## src/rtl/cfg_pkg.sv

```systemverilog
// Shared types and constants for the configuration-bus writer.
package cfg_pkg;

  localparam logic [7:0] SYNC_BYTE = 8'hA5;

  typedef enum logic [1:0] {IDLE, ADDR, DATA, CSUM} state_e;

  typedef enum logic [1:0] {ERR_NONE, ERR_CSUM, ERR_RANGE, ERR_TIMEOUT} err_code_e;

endpackage

```

## src/rtl/cfg_writer_if.sv

```systemverilog
// Byte-stream input and register-write bus of the configuration writer.
interface cfg_writer_if #(
   parameter int unsigned AW = 3,
   parameter int unsigned DW = 8
);
   logic [7:0]    rx_data;
   logic          rx_valid;
   logic [AW-1:0] addr;
   logic [DW-1:0] shift;
   logic          en;
   logic          err;
   logic [1:0]    err_code;

   modport master (
      input  rx_data, rx_valid,
      output addr, shift, en, err, err_code
   );

   modport slave (
      output rx_data, rx_valid,
      input  addr, shift, en, err, err_code
   );
endinterface

```

## src/rtl/cfg_timer.sv

```systemverilog
// Inter-byte timeout counter; expired is a combinational strobe for the edge that reaches TIMEOUT.
module cfg_timer #(
   parameter int unsigned TIMEOUT = 50000
) (
   input  logic clk,
   input  logic rst_n,
   input  logic run,
   input  logic kick,
   output logic expired
);
   localparam int unsigned CW = $clog2(TIMEOUT + 1);

   logic [CW-1:0] cnt_q, cnt_d;

   always_comb begin
      cnt_d = cnt_q;
      if (!run || kick) begin
         cnt_d = '0;
      end else if (cnt_q != CW'(TIMEOUT)) begin
         cnt_d = cnt_q + 1'b1;
      end
   end

   // A byte on the same edge wins over the timeout.
   assign expired = run && !kick && (cnt_q == CW'(TIMEOUT - 1));

   always_ff @(posedge clk or negedge rst_n) begin
      if (!rst_n) begin
         cnt_q <= '0;
      end else begin
         cnt_q <= cnt_d;
      end
   end
endmodule

```

## src/rtl/cfg_writer.sv

```systemverilog
// Parses SYNC/ADDR/DATA/CSUM frames from the UART byte stream and drives the parameter write bus.
module cfg_writer
   import cfg_pkg::*;
#(
   parameter int unsigned DATA_MAX = 255,
   parameter int unsigned ADDR_MAX = 4,
   parameter int unsigned TIMEOUT  = 50000
) (
   input  logic            clk,
   input  logic            rst_n,
   cfg_writer_if.master    bus
);
   localparam int unsigned DW   = $clog2(DATA_MAX + 1);
   localparam int unsigned AW   = $clog2(ADDR_MAX + 1);
   localparam int unsigned NB   = (DW + 7) / 8;
   localparam int unsigned AccW = 8 * NB;
   localparam int unsigned CntW = (NB > 1) ? $clog2(NB) : 1;

   state_e          state_q, state_d;
   logic [7:0]      addr_byte_q, addr_byte_d;
   logic [7:0]      csum_q, csum_d;
   logic [AccW-1:0] acc_q, acc_d;
   logic [CntW-1:0] cnt_q, cnt_d;
   logic [AW-1:0]   addr_q, addr_d;
   logic [DW-1:0]   shift_q, shift_d;
   logic            en_q, en_d;
   logic            err_q, err_d;
   err_code_e       err_code_q, err_code_d;
   logic            timeout;

   cfg_timer #(
      .TIMEOUT (TIMEOUT)
   ) u_timer (
      .clk     (clk),
      .rst_n   (rst_n),
      .run     (state_q != IDLE),
      .kick    (bus.rx_valid),
      .expired (timeout)
   );

   always_comb begin
      state_d     = state_q;
      addr_byte_d = addr_byte_q;
      csum_d      = csum_q;
      acc_d       = acc_q;
      cnt_d       = cnt_q;
      addr_d      = addr_q;
      shift_d     = shift_q;
      en_d        = 1'b0;
      err_d       = 1'b0;
      err_code_d  = err_code_q;

      if (timeout) begin
         state_d    = IDLE;
         err_d      = 1'b1;
         err_code_d = ERR_TIMEOUT;
      end else if (bus.rx_valid) begin
         unique case (state_q)
            IDLE: begin
               if (bus.rx_data == SYNC_BYTE) state_d = ADDR;
            end
            ADDR: begin
               addr_byte_d = bus.rx_data;
               csum_d      = bus.rx_data;
               acc_d       = '0;
               cnt_d       = '0;
               state_d     = DATA;
            end
            DATA: begin
               // Little-endian placement: byte k lands at bits [8k+7:8k].
               acc_d  = acc_q | (AccW'(bus.rx_data) << {cnt_q, 3'b000});
               csum_d = csum_q ^ bus.rx_data;
               if (cnt_q == CntW'(NB - 1)) begin
                  state_d = CSUM;
               end else begin
                  cnt_d = cnt_q + 1'b1;
               end
            end
            CSUM: begin
               state_d = IDLE;
               if (bus.rx_data != csum_q) begin
                  err_d      = 1'b1;
                  err_code_d = ERR_CSUM;
               end else if ((addr_byte_q > 8'(ADDR_MAX)) || (acc_q > AccW'(DATA_MAX))) begin
                  err_d      = 1'b1;
                  err_code_d = ERR_RANGE;
               end else begin
                  addr_d  = addr_byte_q[AW-1:0];
                  shift_d = acc_q[DW-1:0];
                  en_d    = 1'b1;
               end
            end
            default: state_d = IDLE;
         endcase
      end
   end

   always_ff @(posedge clk or negedge rst_n) begin
      if (!rst_n) begin
         state_q     <= IDLE;
         addr_byte_q <= '0;
         csum_q      <= '0;
         acc_q       <= '0;
         cnt_q       <= '0;
         addr_q      <= '0;
         shift_q     <= '0;
         en_q        <= 1'b0;
         err_q       <= 1'b0;
         err_code_q  <= ERR_NONE;
      end else begin
         state_q     <= state_d;
         addr_byte_q <= addr_byte_d;
         csum_q      <= csum_d;
         acc_q       <= acc_d;
         cnt_q       <= cnt_d;
         addr_q      <= addr_d;
         shift_q     <= shift_d;
         en_q        <= en_d;
         err_q       <= err_d;
         err_code_q  <= err_code_d;
      end
   end

   assign bus.addr     = addr_q;
   assign bus.shift    = shift_q;
   assign bus.en       = en_q;
   assign bus.err      = err_q;
   assign bus.err_code = err_code_q;
endmodule

```

## src/flat_wrapper.sv

```systemverilog
// flat-port wrapper written by rule: the top's interface ports become plain ports
module cfg_writer_flat import cfg_pkg::*;
#(
   parameter int unsigned DATA_MAX = 255,
   parameter int unsigned ADDR_MAX = 4,
   parameter int unsigned TIMEOUT  = 50000
)
  (clk, rst_n, bus_rx_data, bus_rx_valid, bus_addr, bus_shift, bus_en, bus_err, bus_err_code);
  cfg_writer_if #(.AW(3), .DW(8)) bus_i ();
  input  logic clk;
  input  logic rst_n;
  input wire logic [$bits(bus_i.rx_data)-1:0] bus_rx_data;
  input wire logic [$bits(bus_i.rx_valid)-1:0] bus_rx_valid;
  output wire logic [$bits(bus_i.addr)-1:0] bus_addr;
  output wire logic [$bits(bus_i.shift)-1:0] bus_shift;
  output wire logic [$bits(bus_i.en)-1:0] bus_en;
  output wire logic [$bits(bus_i.err)-1:0] bus_err;
  output wire logic [$bits(bus_i.err_code)-1:0] bus_err_code;
  assign bus_i.rx_data = bus_rx_data;
  assign bus_i.rx_valid = bus_rx_valid;
  assign bus_addr = bus_i.addr;
  assign bus_shift = bus_i.shift;
  assign bus_en = bus_i.en;
  assign bus_err = bus_i.err;
  assign bus_err_code = bus_i.err_code;
  cfg_writer #(.DATA_MAX(DATA_MAX), .ADDR_MAX(ADDR_MAX), .TIMEOUT(TIMEOUT)) u_core (.clk(clk), .rst_n(rst_n), .bus(bus_i));
endmodule
```

## config.mk

```make
export PLATFORM = sky130hd
export DESIGN_NAME = cfg_writer_flat
export DESIGN_NICKNAME = d
export VERILOG_FILES = /design/src/rtl/cfg_pkg.sv /design/src/rtl/cfg_writer_if.sv /design/src/rtl/cfg_timer.sv /design/src/rtl/cfg_writer.sv /design/src/flat_wrapper.sv
export SDC_FILE = /design/constraint.sdc
export NUM_CORES = 1
export LEC_CHECK = 0
export CAP_MARGIN = 20
export CORE_MARGIN = 2
export CORE_UTILIZATION = 44
export CTS_CLUSTER_SIZE = 40
export DETAILED_ROUTE_END_ITERATION = 12
export GPL_ROUTABILITY_DRIVEN = 0
export PLACE_DENSITY = 0.65
export SLEW_MARGIN = 20
export SYNTH_ARGS = -nofsm -noshare
export SYNTH_HDL_FRONTEND = slang
export SYNTH_SLANG_ARGS = --single-unit
```

## constraint.sdc

```tcl
create_clock -name clk -period 2.8 [get_ports clk]
set_input_delay 0.28 -clock clk [delete_from_list [all_inputs] [get_ports clk]]
set_output_delay 0.28 -clock clk [all_outputs]
set_load 0.01 [all_outputs]
```

==> results of run 1 <==
[area by class of cell]
| cell class | count | area (um2) | share of cell area [%] |
|---|---|---|---|
| clock buffer | 9 | 123.9 | 3.786 |
| clock inverter | 7 | 102.6 | 3.136 |
| inverter | 8 | 30.03 | 0.9178 |
| multi-input combinational | 170 | 1202 | 36.75 |
| sequential | 57 | 1426 | 43.59 |
| tap | 75 | 93.84 | 2.868 |
| timing repair buffer | 31 | 292.8 | 8.948 |
[flip-flops by register name (all words and copies together), names as in the netlist]
name and flops:
u_core.bus.en 1, u_core.u_timer.cnt_q 16, u_core.bus.err_code 2, u_core.addr_byte_q 8, u_core.bus.shift 8, u_core.state_q 2
u_core.csum_q 8, u_core.bus.err 1, u_core.bus.addr 3, u_core.acc_q 8
[through the flow]
stage	std cells	worst slack [ns]	power (mW)	area, um2	hold slack [ns]
final	357	0.8069	2.792	3272	0.4243
after CTS	357	0.8202	2.816	3272	0.4171
after global routing	357	0.6695	2.990	3272	0.4653
after detailed placement	340	0.4830	1.922	3035	0.2601
after floorplan	243	1.009	1.680	2699	-0.01559
after global placement	340	0.5087	1.893	3035	0.2630
[layout by cell type (no fill, tap or decap), drive strengths merged, types with 2 or more instances in the layout]
| cell type | count |
|---|---|
| nor2 | 24 |
| or4b | 2 |
| clkinv | 2 |
| inv | 10 |
| nand2 | 7 |
| o21ai | 12 |
| a21oi | 28 |
| dfrtp | 57 |
| bufinv | 2 |
| nand4 | 3 |
| xor2 | 12 |
| a311oi | 5 |
| nor4 | 4 |
| mux2 | 19 |
| ha | 7 |
| and3 | 2 |
| nand3b | 2 |
| nor4b | 3 |
| clkbuf | 9 |
| nor3 | 2 |
| xnor2 | 5 |
| nand3 | 11 |
| or3 | 5 |
| buf | 6 |
| clkdlybuf4s50 | 24 |
[worst max-delay path by stage]
stage,slack (ns),cells past startpoint,endpoint,from
after global placement,0.51,6,u_core.bus.shift[4],bus_rx_data[6]
final,0.81,5,u_core.u_timer.cnt_q[14],u_core.u_timer.cnt_q[0]
after detailed placement,0.48,6,u_core.bus.addr[1],bus_rx_data[6]
after CTS,0.82,5,u_core.u_timer.cnt_q[14],u_core.u_timer.cnt_q[0]
after global routing,0.67,5,u_core.u_timer.cnt_q[12],u_core.u_timer.cnt_q[0]
after floorplan,1.01,5,u_core.u_timer.cnt_q[14],u_core.u_timer.cnt_q[0]
[cells by family after synthesis]
group                    Yosys count
XOR/XNOR                          17
AO/OA/AOI/OAI                     51
AND/OR/NAND/NOR                   75
buffers and inverters             16
flip-flops                        57
adder cells (fa/ha/maj)            7
multiplexers                      20
[worst max-delay path, stage by stage (launching register included)]
cell	delay, ns
dfrtp_1	0.42
ha_1	0.23
nand3_2	0.18
or4_1	0.62
or3_1	0.33
a21oi_1	0.15
[power groups by stage]
| stage | sequential (mW) | clock [mW] | combinational [mW] |
|---|---|---|---|
| floorplan | 1.17 | 0 | 0.511 |
| global placement | 1.20 | 0 | 0.694 |
| detailed placement | 1.20 | 0 | 0.718 |
| CTS | 1.19 | 0.897 | 0.727 |
| global route | 1.22 | 0.938 | 0.830 |
| finish | 1.19 | 0.877 | 0.722 |
[per-layer routing]
| metal | vias up | wire length, um | global-route usage, % |
|---|---|---|---|
| li1 | 942 | - | - |
| met1 | 942 | 2882 | 28.11 |
| met2 | 40 | 2341 | 25.65 |
| met3 | 7 | 180 | 4.565 |
| met4 | 0 | 127 | 10.50 |
| met5 | - | 0 | 0 |
==> results.txt, run 1 <==
status - completed
hpwl dp - 3709 um
grt ovf - 0
DR vias/cell - 5.409
period utilization - 71.18%
# Post-CTS Setup Buffers - 0
Finish-stage setup viols - 0
gr usage total - 19.13%
post-synthesis mux area share - 9.550%
CTS tree - done
first-pass GRT wire length - 9370 um
Seq cells post-synth - 57
Post-Synthesis Cells - 243
Hold Violations, Final - 0
clock sink total - 57
Clock Tree Buf Depth - 2
top-count cell post-synth - dfrtp_1
critical path endpoint category - register
Crit Path Category - reg -> reg
Synth top area share - 52.85%
Worst-path clk slew - 0.07 ns
Synth Area in Compound Gates - 10.76%
sequential area share after synthesis - 52.85%
worst-path fanout max - 7
core area - 0.005921 mm2
crit start category - register
root buf cell - clkbuf_8
final core occ - 55.26%
Initial Util - 45.58%
largest family of logic cells by synthesized area - simple AND/OR/NAND/NOR gates
Post-synth EDFFs - 0
per-cell routed wire length - 15.50 um
final WL - 5532 um
Synth-to-Final Area Change - 21.23%
slew margin rel. - 55.22%
RSZ-0062 raised after global routing - false
Synth Flop Type - dfrtp_1
fraction of layout cells with a size suffix above 1 - 16.31%
Yosys warning count - 0
xor and xnor area share after synthesis - 5.517%
power share of the combinational group - 25.9%
Final ANT Viol Nets - 0
CP Data Required Time - 3.07 ns
Leakage - 1.428 nW
IO buf count - 25
min cycle time layout - 1.993 ns
I/O pin cnt - 26
FILL cells - 520
fraction of registers with async set or reset after synthesis - 100.0%
Setup Skew - 0.01038 ns
Synth Net Count - 261
start of the worst register-to-register path - u_core.u_timer.cnt_q[0]
Reg power frac - 42.7%
CTS Hold Bufs - 1
switching portion of total power - 33.26%
Syn Area/Cell - 11.11 um2
Final TNS setup - 0 ns
largest net degree at the start of global routing - 22
TritonCTS buffer count - 9
post_cts resized - 0
PwrDens - 853.2 mW/mm2
via count - 1,931
initial DRC count - 127
FF-to-FF End - u_core.u_timer.cnt_q[14]
Skew-Pair Late Insertion Delay - 0.35 ns
CP arrival - 2.26 ns
slew at the pin with the worst max-slew slack - 0.6703 ns
fmax - 0.5017 GHz
initial antenna violation count - 0
die width - 82.32 um
top cells by area, synth - dfrtp_1, a21oi_1, mux2_4
Peak VDD IR - 0.5256 mV
Final #Nets - 295
Rows - 28
Mapped Area - 0.002699 mm2
top post-synthesis cells by count - dfrtp_1, a21oi_1, nor2_1
R2R Setup Slk - 0.81 ns
Netlist cell types - 44
H-Tree Depth - 3
clock network power share - 31.4%
switching power - 0.9285 mW
adder-cell share of the synthesized area - 3.245%
drt pass-1 iters - 4
total of max-cap violations - 0
Simple-Gate Fraction of Synth Area - 15.48%
Max Slew Vio Count - 0
biggest area consumer among synthesized cells - dfrtp_1
R2R depth - 5
Hold Crit Class - in -> async
remaining routing DRC violations - 0
die area - 0.006777 mm2
Antenna diodes - 0
vias in the first global route - 1,828
Internal Power - 1.863 mW
Die Y - 82.32 um
Power figures use the tool's default switching activity.
==> run 2: changes to the inputs <==
==> constraint.sdc (replaced) <==
create_clock -name clk -period 2.05 [get_ports clk]
set_input_delay 0.205 -clock clk [delete_from_list [all_inputs] [get_ports clk]]
set_output_delay 0.205 -clock clk [all_outputs]
set_load 0.01 [all_outputs]
==> run 2 against run 1 <==
Sequential power up 38%; fmax up 5.3%; global-route usage up 0.24 points; critical endpoint is now u_core.bus.shift[2]; largest power group unchanged.
==> results.txt, run 2 (synthesis gave the netlist of run 1 again) <==
switching power - 1.194 mW (+29%)
PwrDens - 1110 mW/mm2 (+30%)
remaining routing DRC violations - 0 (unchanged)
R2R Setup Slk - 0.16 ns (-0.65 ns)
Initial Util - 45.58% (unchanged)
number of flip-flops in the largest register - 16 (unchanged)
Worst-path clk slew - 0.06 ns (about the same)
CP arrival - 2.10 ns (-0.16 ns)
crit start category - register
initial antenna violation count - 0 (unchanged)
largest net degree at the start of global routing - 33 (+50%)
worst-path fanout max - 12 (+5)
Clock Tree Buf Depth - 2 (unchanged)
root buf cell - clkbuf_8
clock network power share - 28.7% (-2.7 points)
Reg with most FFs - u_core.u_timer.cnt_q
total power - 3.765 mW (+35%)
Setup Skew - 0.008268 ns (-0.002109 ns)
Leakage - 1.513 nW (+5.9%)
fraction of layout cells with a size suffix above 1 - 20.40% (+4.1 points)
Skew-Pair Late Insertion Delay - 0.33 ns (-0.02 ns)
vias in the first global route - 1,937 (+6.0%)
Antenna diodes - 0 (unchanged)
Synth-to-Final Area Change - 25.73%
FF-to-FF End - u_core.bus.shift[2]
period utilization - 92.30% (+21 points)
start of the worst register-to-register path - u_core.csum_q[7]
gr usage total - 19.36% (+0.24 points)
total of max-cap violations - 0 (unchanged)
slew margin rel. - 59.53% (+4.3 points)
final core occ - 57.31% (+2.0 points)
Hold Violations, Final - 0 (unchanged)
RSZ-0062 raised after global routing - false
CTS tree - done
grt ovf - 0 (unchanged)
drt pass-1 iters - 4 (unchanged)
Max Slew Vio Count - 0 (unchanged)
fmax - 0.5285 GHz (+5.3%)
per-cell routed wire length - 14.78 um (-4.6%)
slew at the pin with the worst max-slew slack - 0.6070 ns (-0.06330 ns)
hpwl dp - 3915 um (+5.6%)
Crit Path Category - reg -> reg
IO buf count - 25 (unchanged)
Final #Nets - 312 (+5.8%)
Final ANT Viol Nets - 0 (unchanged)
post_cts resized - 0 (unchanged)
most frequent cells in the layout - dfrtp_1, a21oi_1, nor2_1, clkdlybuf4s50_1, buf_4
Peak VDD IR - 0.5865 mV (+12%)
core area - 0.005921 mm2 (unchanged)
H-Tree Depth - 3 (unchanged)
Die Y - 82.32 um (unchanged)
I/O pin cnt - 26 (unchanged)
first-pass GRT wire length - 9625 um (+2.7%)
Finish-stage setup viols - 0 (unchanged)
TritonCTS buffer count - 9 (unchanged)
clock sink total - 57 (unchanged)
die width - 82.32 um (unchanged)
Rows - 28 (unchanged)
min cycle time layout - 1.892 ns (-0.1009 ns)
switching portion of total power - 31.71% (-1.5 points)
via count - 1,953 (+1.1%)
DR vias/cell - 5.222 (-3.5%)
status - completed
R2R depth - 6 (+1)
initial DRC count - 141 (+11%)
CTS Hold Bufs - 1 (unchanged)
die area - 0.006777 mm2 (unchanged)
critical path endpoint category - register
final WL - 5528 um (about the same)
Internal Power - 2.571 mW (+38%)
CP Data Required Time - 2.26 ns (-0.81 ns)
power share of the combinational group - 27.9% (+2.0 points)
Reg power frac - 43.4% (+0.7 points)
Hold Crit Class - in -> async
commonest non-fill, non-tap cell in the layout - dfrtp_1
# Post-CTS Setup Buffers - 0 (unchanged)
-- run 2: cell count changes in the layout (fill, tap and decap cells not counted), moves of 2 or more --
cell,before,now
buf_4,5,21
clkinv_4,2,0
clkbuf_8,9,12
clkbuf_1,0,2
inv_6,2,0
-- run 2: cell type report --
| class | count | area (um2) |
|---|---|---|
| tap | 75 | 93.84 |
| inverter | 8 | 30.03 |
| sequential | 57 | 1426 |
| timing repair buffer | 48 | 432.9 |
| clock buffer | 14 | 172.7 |
| fill | 514 | 2527 |
| clock inverter | 2 | 35.03 |
| multi-input combinational | 170 | 1202 |
-- run 2: critical path, cell delays in order (launching register included) --
cell,delay [ns]
dfrtp_1,0.42
xor2_1,0.17
nor4_1,0.37
buf_4,0.19
nand4bb_1,0.09
buf_4,0.21
mux2_4,0.31
-- run 2: power groups by stage --
stage / Sequential, mW / Combinational (mW) / Clock, mW
2_1_floorplan: 1.60 / 0.698 / 0
4_1_cts: 1.64 / 1.06 / 1.11
6_report: 1.64 / 1.05 / 1.08
3_5_place_dp: 1.65 / 1.05 / 0
5_1_grt: 1.68 / 1.21 / 1.17
3_3_place_gp: 1.64 / 1.02 / 0
-- run 2: worst max path at each step --
stage,startpoint,endpoint,slack (ns)
floorplan,u_core.u_timer.cnt_q[0],u_core.u_timer.cnt_q[14],0.26
global placement,bus_rx_data[7],u_core.bus.shift[5],-0.10
detailed placement,bus_rx_data[4],u_core.state_q[0],-0.09
CTS,u_core.csum_q[7],u_core.bus.shift[2],0.15
global route,u_core.u_timer.cnt_q[0],u_core.u_timer.cnt_q[14],0.03
finish,u_core.csum_q[7],u_core.bus.shift[2],0.16
-- run 2: metal layers --
metal  up-vias  part of all wire [%]  track usage, %  wire length (um)
li1        971                     -               -                 -
met1       946                    50           27.19              2774
met2        30                    45           27.66              2484
met3         6                   3.5           6.087               191
met4         0                   1.4           7.833                77
met5         -                     0               0                 0
-- run 2: stage by stage --
step / std cells / setup TNS [ns] / hold slack [ns] / area (um2) / worst slack [ns]
2_1_floorplan: 243 / 0 / -0.09059 / 2699 / 0.2586
3_3_place_gp: 357 / -1.032 / 0.2538 / 3176 / -0.1045
3_5_place_dp: 357 / -0.7461 / 0.2504 / 3176 / -0.09221
4_1_cts: 374 / 0 / 0.4253 / 3393 / 0.1454
5_1_grt: 374 / 0 / 0.4679 / 3393 / 0.03321
6_report: 374 / 0 / 0.4253 / 3393 / 0.1578
